`config.mk`:
```
export PLATFORM = sky130hd
export DESIGN_NAME = clkgen_rst_seq
export DESIGN_NICKNAME = d
export VERILOG_FILES = /design/src/rtl/clkgen_rst_seq.sv
export SDC_FILE = /design/constraint.sdc
export NUM_CORES = 1
export LEC_CHECK = 0
export ABC_AREA = 1
export CORE_UTILIZATION = 63
export CTS_CLUSTER_SIZE = 12
export DETAILED_ROUTE_END_ITERATION = 6
export GPL_ROUTABILITY_DRIVEN = 1
export PLACE_DENSITY = 0.95
export SETUP_SLACK_MARGIN = 0.1
export SYNTH_ARGS = -nofsm -noshare
export SYNTH_HDL_FRONTEND = slang
export SYNTH_SLANG_ARGS = --single-unit
```
`constraint.sdc`:
```
create_clock -name clk_sys -period 4.3 [get_ports clk_sys]
set_input_delay 0.86 -clock clk_sys [delete_from_list [all_inputs] [get_ports clk_sys]]
set_output_delay 0.86 -clock clk_sys [all_outputs]
set_load 0.1 [all_outputs]
```
`src/rtl/clkgen_rst_seq.sv`:
```
`default_nettype none
// ============================================================================
// Module      : clkgen_rst_seq
// Description : Reset sequencer and clock-enable generator for the clk_sys
//               domain. Synchronises and filters PLL lock and the board reset,
//               then releases N_CH reset domains one at a time, STEP_CYCLES
//               apart. Each released domain receives a programmable
//               clock-enable strobe with a period of (div_q + 1) cycles.
//
// Ports       : clk_sys     in   system clock
//               rst_sys_n   in   synchronous active-low reset
//               pll_locked  in   PLL LOCKED, asynchronous to clk_sys
//               ext_rst_n   in   board reset button, asynchronous, active-low
//               div_cfg     in   per-channel divider, channel i at [i*DIV_W +: DIV_W]
//               rst_ch_n    out  per-channel active-low reset (registered)
//               clk_en      out  per-channel clock-enable strobe (registered)
//               seq_done    out  high while in RUN
//               lock_lost   out  sticky: lock dropped after sequencing began
//               state       out  0 IDLE, 1 FILTER, 2 RELEASE, 3 RUN
//
// Revision    : 1.0 - initial release
// ============================================================================
module clkgen_rst_seq #(
    parameter int N_CH        = 4,
    parameter int SYNC_STAGES = 2,
    parameter int LOCK_FILTER = 16,
    parameter int STEP_CYCLES = 8,
    parameter int CNT_W       = 8,
    parameter int DIV_W       = 8
) (
    input  logic                   clk_sys,
    input  logic                   rst_sys_n,
    input  logic                   pll_locked,
    input  logic                   ext_rst_n,
    input  logic [N_CH*DIV_W-1:0]  div_cfg,
    output logic [N_CH-1:0]        rst_ch_n,
    output logic [N_CH-1:0]        clk_en,
    output logic                   seq_done,
    output logic                   lock_lost,
    output logic [1:0]             state
);

    localparam int IDX_W = (N_CH > 1) ? $clog2(N_CH) : 1;

    localparam logic [CNT_W-1:0] FILTER_LAST = CNT_W'(LOCK_FILTER - 1);
    localparam logic [CNT_W-1:0] STEP_LAST   = CNT_W'(STEP_CYCLES - 1);
    localparam logic [IDX_W-1:0] LAST_IDX    = IDX_W'(N_CH - 1);
    localparam logic [N_CH-1:0]  CH_ONE      = N_CH'(1);

    typedef enum logic [1:0] {
        ST_IDLE    = 2'd0,
        ST_FILTER  = 2'd1,
        ST_RELEASE = 2'd2,
        ST_RUN     = 2'd3
    } state_t;

    // ------------------------------------------------------------------
    // Input synchronisers
    // ------------------------------------------------------------------
    logic [SYNC_STAGES-1:0] lock_sync_q;
    logic [SYNC_STAGES-1:0] ext_sync_q;
    logic                   locked_s;
    logic                   ext_rst_n_s;
    logic                   ok;

    always_ff @(posedge clk_sys) begin
        if (!rst_sys_n) begin
            lock_sync_q <= '0;
            ext_sync_q  <= '0;
        end else begin
            lock_sync_q <= {lock_sync_q[SYNC_STAGES-2:0], pll_locked};
            ext_sync_q  <= {ext_sync_q[SYNC_STAGES-2:0], ext_rst_n};
        end
    end

    assign locked_s    = lock_sync_q[SYNC_STAGES-1];
    assign ext_rst_n_s = ext_sync_q[SYNC_STAGES-1];
    assign ok          = locked_s & ext_rst_n_s;

    // ------------------------------------------------------------------
    // Sequencer FSM
    // ------------------------------------------------------------------
    state_t             state_q, state_d;
    logic [CNT_W-1:0]   cnt_q, cnt_d;
    logic [IDX_W-1:0]   idx_q, idx_d;
    logic [N_CH-1:0]    rst_ch_q, rst_ch_d;
    logic               lock_lost_q, lock_lost_d;

    always_ff @(posedge clk_sys) begin
        if (!rst_sys_n) begin
            state_q     <= ST_IDLE;
            cnt_q       <= '0;
            idx_q       <= '0;
            rst_ch_q    <= '0;
            lock_lost_q <= 1'b0;
        end else begin
            state_q     <= state_d;
            cnt_q       <= cnt_d;
            idx_q       <= idx_d;
            rst_ch_q    <= rst_ch_d;
            lock_lost_q <= lock_lost_d;
        end
    end

    always_comb begin
        state_d     = state_q;
        cnt_d       = cnt_q;
        idx_d       = idx_q;
        rst_ch_d    = rst_ch_q;
        lock_lost_d = lock_lost_q;

        case (state_q)
            ST_IDLE: begin
                if (ok) begin
                    state_d = ST_FILTER;
                    cnt_d   = '0;
                end
            end

            ST_FILTER: begin
                // Any low cycle restarts the filter from zero.
                if (!ok) begin
                    state_d = ST_IDLE;
                    cnt_d   = '0;
                end else if (cnt_q == FILTER_LAST) begin
                    state_d = ST_RELEASE;
                    cnt_d   = '0;
                    idx_d   = '0;
                end else begin
                    cnt_d = cnt_q + CNT_W'(1);
                end
            end

            ST_RELEASE, ST_RUN: begin
                if (!ok) begin
                    // Fault takes priority over a release due this cycle.
                    state_d  = ST_IDLE;
                    cnt_d    = '0;
                    idx_d    = '0;
                    rst_ch_d = '0;
                    if (!locked_s) begin
                        lock_lost_d = 1'b1;
                    end
                end else if (state_q == ST_RELEASE) begin
                    // cnt counts down the gap to the next release; zero on
                    // entry so channel 0 goes out at the end of the first
                    // RELEASE cycle.
                    if (cnt_q == '0) begin
                        rst_ch_d = rst_ch_q | (CH_ONE << idx_q);
                        cnt_d    = STEP_LAST;
                        if (idx_q == LAST_IDX) begin
                            state_d = ST_RUN;
                        end else begin
                            idx_d = idx_q + IDX_W'(1);
                        end
                    end else begin
                        cnt_d = cnt_q - CNT_W'(1);
                    end
                end
            end

            default: begin
                state_d = ST_IDLE;
            end
        endcase
    end

    assign rst_ch_n  = rst_ch_q;
    assign lock_lost = lock_lost_q;
    assign seq_done  = (state_q == ST_RUN);
    assign state     = state_q;

    // ------------------------------------------------------------------
    // Per-channel clock-enable dividers
    // ------------------------------------------------------------------
    for (genvar i = 0; i < N_CH; i++) begin : g_ch
        logic [DIV_W-1:0] div_cnt_q, div_cnt_d;
        logic [DIV_W-1:0] div_q, div_d;
        logic             en_q, en_d;

        always_comb begin
            // Held in reset or wrapping: restart count, sample new divider.
            div_cnt_d = '0;
            div_d     = div_cfg[i*DIV_W +: DIV_W];
            if (rst_ch_q[i] && (div_cnt_q != div_q)) begin
                div_cnt_d = div_cnt_q + DIV_W'(1);
                div_d     = div_q;
            end
            // Strobe is registered from next-state values so that it lines
            // up with the cycle in which div_cnt == div_q; with div_q = 0 it
            // rises together with rst_ch_n.
            en_d = rst_ch_d[i] && (div_cnt_d == div_d);
        end

        always_ff @(posedge clk_sys) begin
            if (!rst_sys_n) begin
                div_cnt_q <= '0;
                div_q     <= '0;
                en_q      <= 1'b0;
            end else begin
                div_cnt_q <= div_cnt_d;
                div_q     <= div_d;
                en_q      <= en_d;
            end
        end

        assign clk_en[i] = en_q;
    end

endmodule
`default_nettype wire

```
After elaboration in Yosys (flattened, before gate mapping)
Index checks and enable logic that the tools add are counted.
{"block": "op_classes", "addsub": 7, "n_eq_ne": 21, "shift": 1, "muxes": 34, "n_bitwise": 4, "n_reduce_logical": 16}
{"cell": "8-bit 2-to-1 mux", "count": 14}
{"cell": "8-bit by 1-bit adder with 8-bit output, second input constant", "count": 5}
{"cell": "8-bit == test", "count": 4}
{"cell": "8-bit inequality test", "count": 4}
{"cell": "2-bit 2-to-1 mux", "count": 13}
{"cell": "8-bit case mux with 3 select lines", "count": 1}
{"cell": "4-bit 2-to-1 mux", "count": 4}
{"cell": "3-bit inequality test, second input constant", "count": 5}
{"cell": "8-bit by 4-bit == test with 1-bit output, second input constant", "count": 1}
{"cell": "1-bit logical AND", "count": 8}
{"cell": "8-bit logical NOT", "count": 1}
{"cell": "8-bit by 1-bit subtractor with 8-bit output, second input constant", "count": 1}
{"cell": "2-bit == test, second input constant", "count": 3}
{"cell": "2-bit inequality test, second input constant", "count": 3}
{"cell": "2-bit case mux with 3 select lines", "count": 1}
{"cell": "6-bit AND reduction", "count": 1}
{"cell": "5-bit AND reduction", "count": 1}
{"cell": "4-bit bitwise OR", "count": 1}
{"cell": "2-bit case mux with 2 select lines", "count": 1}
{"cell": "1-bit by 2-bit left shift with 4-bit output, first input constant", "count": 1}
{"cell": "3-bit AND reduction", "count": 1}
{"cell": "2-bit by 1-bit adder with 2-bit output, second input constant", "count": 1}
{"cell": "2-bit by 1-bit == test with 1-bit output, second input constant", "count": 1}
{"cell": "2-bit logical NOT", "count": 1}
{"cell": "5 further kinds", "count": 6}
{"block": "totals", "regBits": 89, "out_inout_bits": 12, "wordCells": 102}

Longest topological paths before layout
{"block": "logic_depth", "depth_word": 7, "mapped_depth": 14, "depth_no_buf": 14}

Worst setup path after synthesis
No wires, ideal clock.
{"block": "synth_path", "path_type": "register -> output", "start": "register state_q[1], in the netlist state[1]", "end": "output seq_done", "arrival_ps": 1776, "required_ps": 3440, "path_slack_ps": 1664, "path_stages_with_launch": 3, "n_path_buf": 0, "cell_sequence": "dfxtp_1 -> nand2_1 -> inv_1"}
{"block": "synth_between", "elab_chain_len": 1}
{"element": "start: declaration", "line_no": "83", "rtl": "state_t state_q, state_d;"}
{"element": "start signal: assignment", "line_no": "97", "rtl": "state_q <= state_d;"}
{"element": "2-bit == test", "line_no": "170", "rtl": "assign seq_done = (state_q == ST_RUN);"}
{"element": "end: declaration", "line_no": "38", "rtl": "output logic seq_done,"}
Every way passes these cells.

Worst setup path after layout
Same ends and word-level chain as after synthesis.

==> impl_metrics.ini <==
[synthesis]
synth_warnings = 0
synth_area_mm2 = 0.005466
synth_cell_type_count = 33
syn_avg_cell_area_um2 = 6.312
syn-num-nets = 912
ys_ff_latch = 89
seq_area_frac_synth_pct = 32.59
syn_inst = 866

[pwr]
switchingPower_uw = 586.8
p_int_mw = 1.254
power_frac_seq_pct = 48.2
p_per_area_mw_per_mm2 = 301.5
swShare_pct = 31.88
combPwrFrac_pct = 19.8
peakVddDrop_uv = 387.9
p_clk_share_pct = 32.0
p_leak_nw = 2.900

[global_route]
grt-ovfl-total = 0
grt_pass1_wl_um = 20120
grt_max_degree = 50
grt_pass1_vias = 4937
antenna_found_initial = 0
gr-usage-all-layers_pct = 27.52

[worst_hold_path]
worstHoldPathType = register to register

[flow_run]
drv_cap = 0

[clock_tree]
hold_buffers = 0
cts_root_buf = clkbuf_8
cts_setup_buffers = 0
clkLatencyLatePin_ps = 360
ctsLongestPathBuffers = 2
cts.sinks = 89
cts_inserted_buffers = 9
clkTransAtPathRegs_ps = 90
post_cts_resized = 0
cts_tree = built
cts_max_level = 3

[timing]
rsz0062_at_grt = false
fmax_ghz = 0.3332
slew_viol_final = 0
tightestPinTransition_ps = 978.2
finalHoldViolations = 0
skew_ps = 12.70
slew_headroom_pct = 34.58
period_needed_ps = 3001
fin_setup_tns_ps = 0
final.period_utilization_pct = 69.79
setup_viol = 0

[routing]
dr.pass1.iters = 4
drc = 0
via_count = 5312
wl_per_cell_um = 11.56
antenna_left = 0
routed_wl_um = 11600
drtIter0Drc = 265
viasPerCell = 5.291

[floorplanning]
core_area_mm2 = 0.008299
die_h_um = 95.15
num_rows = 33
ioPinCount = 48
initial_core_util_pct = 65.87
die_area_mm2 = 0.009054
die_w_um = 95.15

[worst_setup_path]
worstSetupEndpointType = output port
required_ps = 3440
crit_arrival_ps = 2140
criticalPathCategory = register to output port
worstPathMaxFanout = 8
crit_path_start_kind = register

[layout]
layout.cells.non_filler = 1004
multi_input_area_mm2 = 0.002983
fill_cells = 635
areaGrowthSynthToFinish_pct = 11.67
post-route-util_pct = 73.56
seq_area_mm2 = 0.001782
final_nets = 940
drive_above_1_share_pct = 5.451
diodes = 0

[placed_design]
gp_congestion = 0.9109
placed_cells_incl_taps = 988
detailedPlacementHpwl_um = 8196
io_buffers = 47

[status]
status = finished clean
==> per-stage QoR <==
step	power, mW	hold WS [ps]	worst slack, ps	area, um^2
after floorplan	1.165	390.5	1664	5466
after global placement	1.259	393.1	1504	5899
after detailed placement	1.267	406.3	1451	5899
after CTS	1.841	437.1	1306	6105
after global routing	1.919	456.6	1242	6105
final	1.840	430.8	1299	6105
==> cell usage in the layout, fill, tap and decap left out, drive strengths merged, types with 15 or more instances in the layout <==
cell type / Yosys / layout
xor2: 15 / 15
a21oi: 33 / 33
o21ai: 23 / 23
dfxtp: 89 / 89
nor2: 114 / 114
nand4: 23 / 23
inv: 132 / 132
clkdlybuf4s50: 0 / 47
xnor2: 17 / 17
nand3: 115 / 115
nand2: 234 / 234
==> cell usage after synthesis <==
cell,instances,share of area (%)
dfxtp_1,89,33
a31oi_1,3,0.34
nand3_2,2,0.37
buf_1,6,0.41
xnor2_1,17,2.7
nand2_4,4,0.82
nor2_1,107,7.3
buf_4,7,0.96
o22ai_1,5,0.57
nor2_2,4,0.46
nor3_2,2,0.37
o21ai_2,1,0.16
nand2_1,226,16
a21oi_2,4,0.64
ha_1,10,2.3
nand3b_1,4,0.55
buf_6,2,0.41
inv_1,129,8.9
inv_2,3,0.21
a21oi_1,29,2.7
a211oi_1,1,0.14
buf_2,9,0.82
o21ai_1,2,0.18
xor2_1,15,2.4
nor2_4,3,0.62
clkbuf_1,9,0.62
o21bai_1,3,0.41
nand4_1,23,2.6
o21ai_0,20,1.8
nand2_2,4,0.46
buf_8,2,0.55
nand3_1,113,10
nor3_1,8,0.73
==> path summary, 6_finish.rpt <==
check                       start             to  slack (ps)  depth (start not counted)
max                      state[1]       seq_done        1300                          3
min                 ext_sync_q[0]  ext_sync_q[1]         430                          2
max reg2reg  g_ch[2].div_cnt_q[5]   g_ch[2].en_q        1830                         12
min reg2reg         ext_sync_q[0]  ext_sync_q[1]         430                          2
==> area by class of cell <==
cell class	count	share of cell area [%]
clock buffers	10	2.255
clock inverters	6	1.107
inverters	132	8.116
multi-input cells	610	48.86
flip-flops and latches	89	29.19
well taps	105	2.152
repair buffers	52	8.321
==> worst max-delay path, stage by stage (launching register included) <==
cell and delay [ps]:
dfxtp_1 510, nand2_1 90, inv_1 60, clkdlybuf4s50_1 1120
==> state kept, by name, indices dropped and copies added (netlist names) <==
name	flops
g_ch.div_cnt_q	32
g_ch.div_q	32
cnt_q	8
g_ch.en_q	4
rst_ch_n	4
ext_sync_q	2
idx_q	2
lock_sync_q	2
state	2
lock_lost	1
==> cells by family (layout without fill, tap and decap cells) <==
family / after synthesis / in the layout / share of synthesized area, %
buf+inv: 167 / 200 / 12.84
fa+ha+maj: 10 / 10 / 2.289
simple gates: 500 / 500 / 40.21
compound gates: 68 / 68 / 6.935
flops: 89 / 89 / 32.59
xor+xnor: 32 / 32 / 5.127
==> power by group through the flow <==
| stage | registers, mW | clock network [mW] | logic (mW) |
|---|---|---|---|
| floorplan | 0.973 | 0 | 0.192 |
| global placement | 0.903 | 0 | 0.357 |
| detailed placement | 0.904 | 0 | 0.363 |
| CTS | 0.886 | 0.590 | 0.365 |
| global route | 0.892 | 0.625 | 0.402 |
| finish | 0.887 | 0.589 | 0.365 |
==> per-layer routing <==
| metal | up-vias | global-route usage [%] | part of all wire (%) |
|---|---|---|---|
| met1 | 2371 | 33.65 | 45 |
| met2 | 136 | 48.75 | 48 |
| li1 | 2781 | - | - |
| met3 | 24 | 3.030 | 4.7 |
| met5 | - | 0 | 0 |
| met4 | 0 | 11.49 | 2.1 |
(Power assumes the default switching activity.)
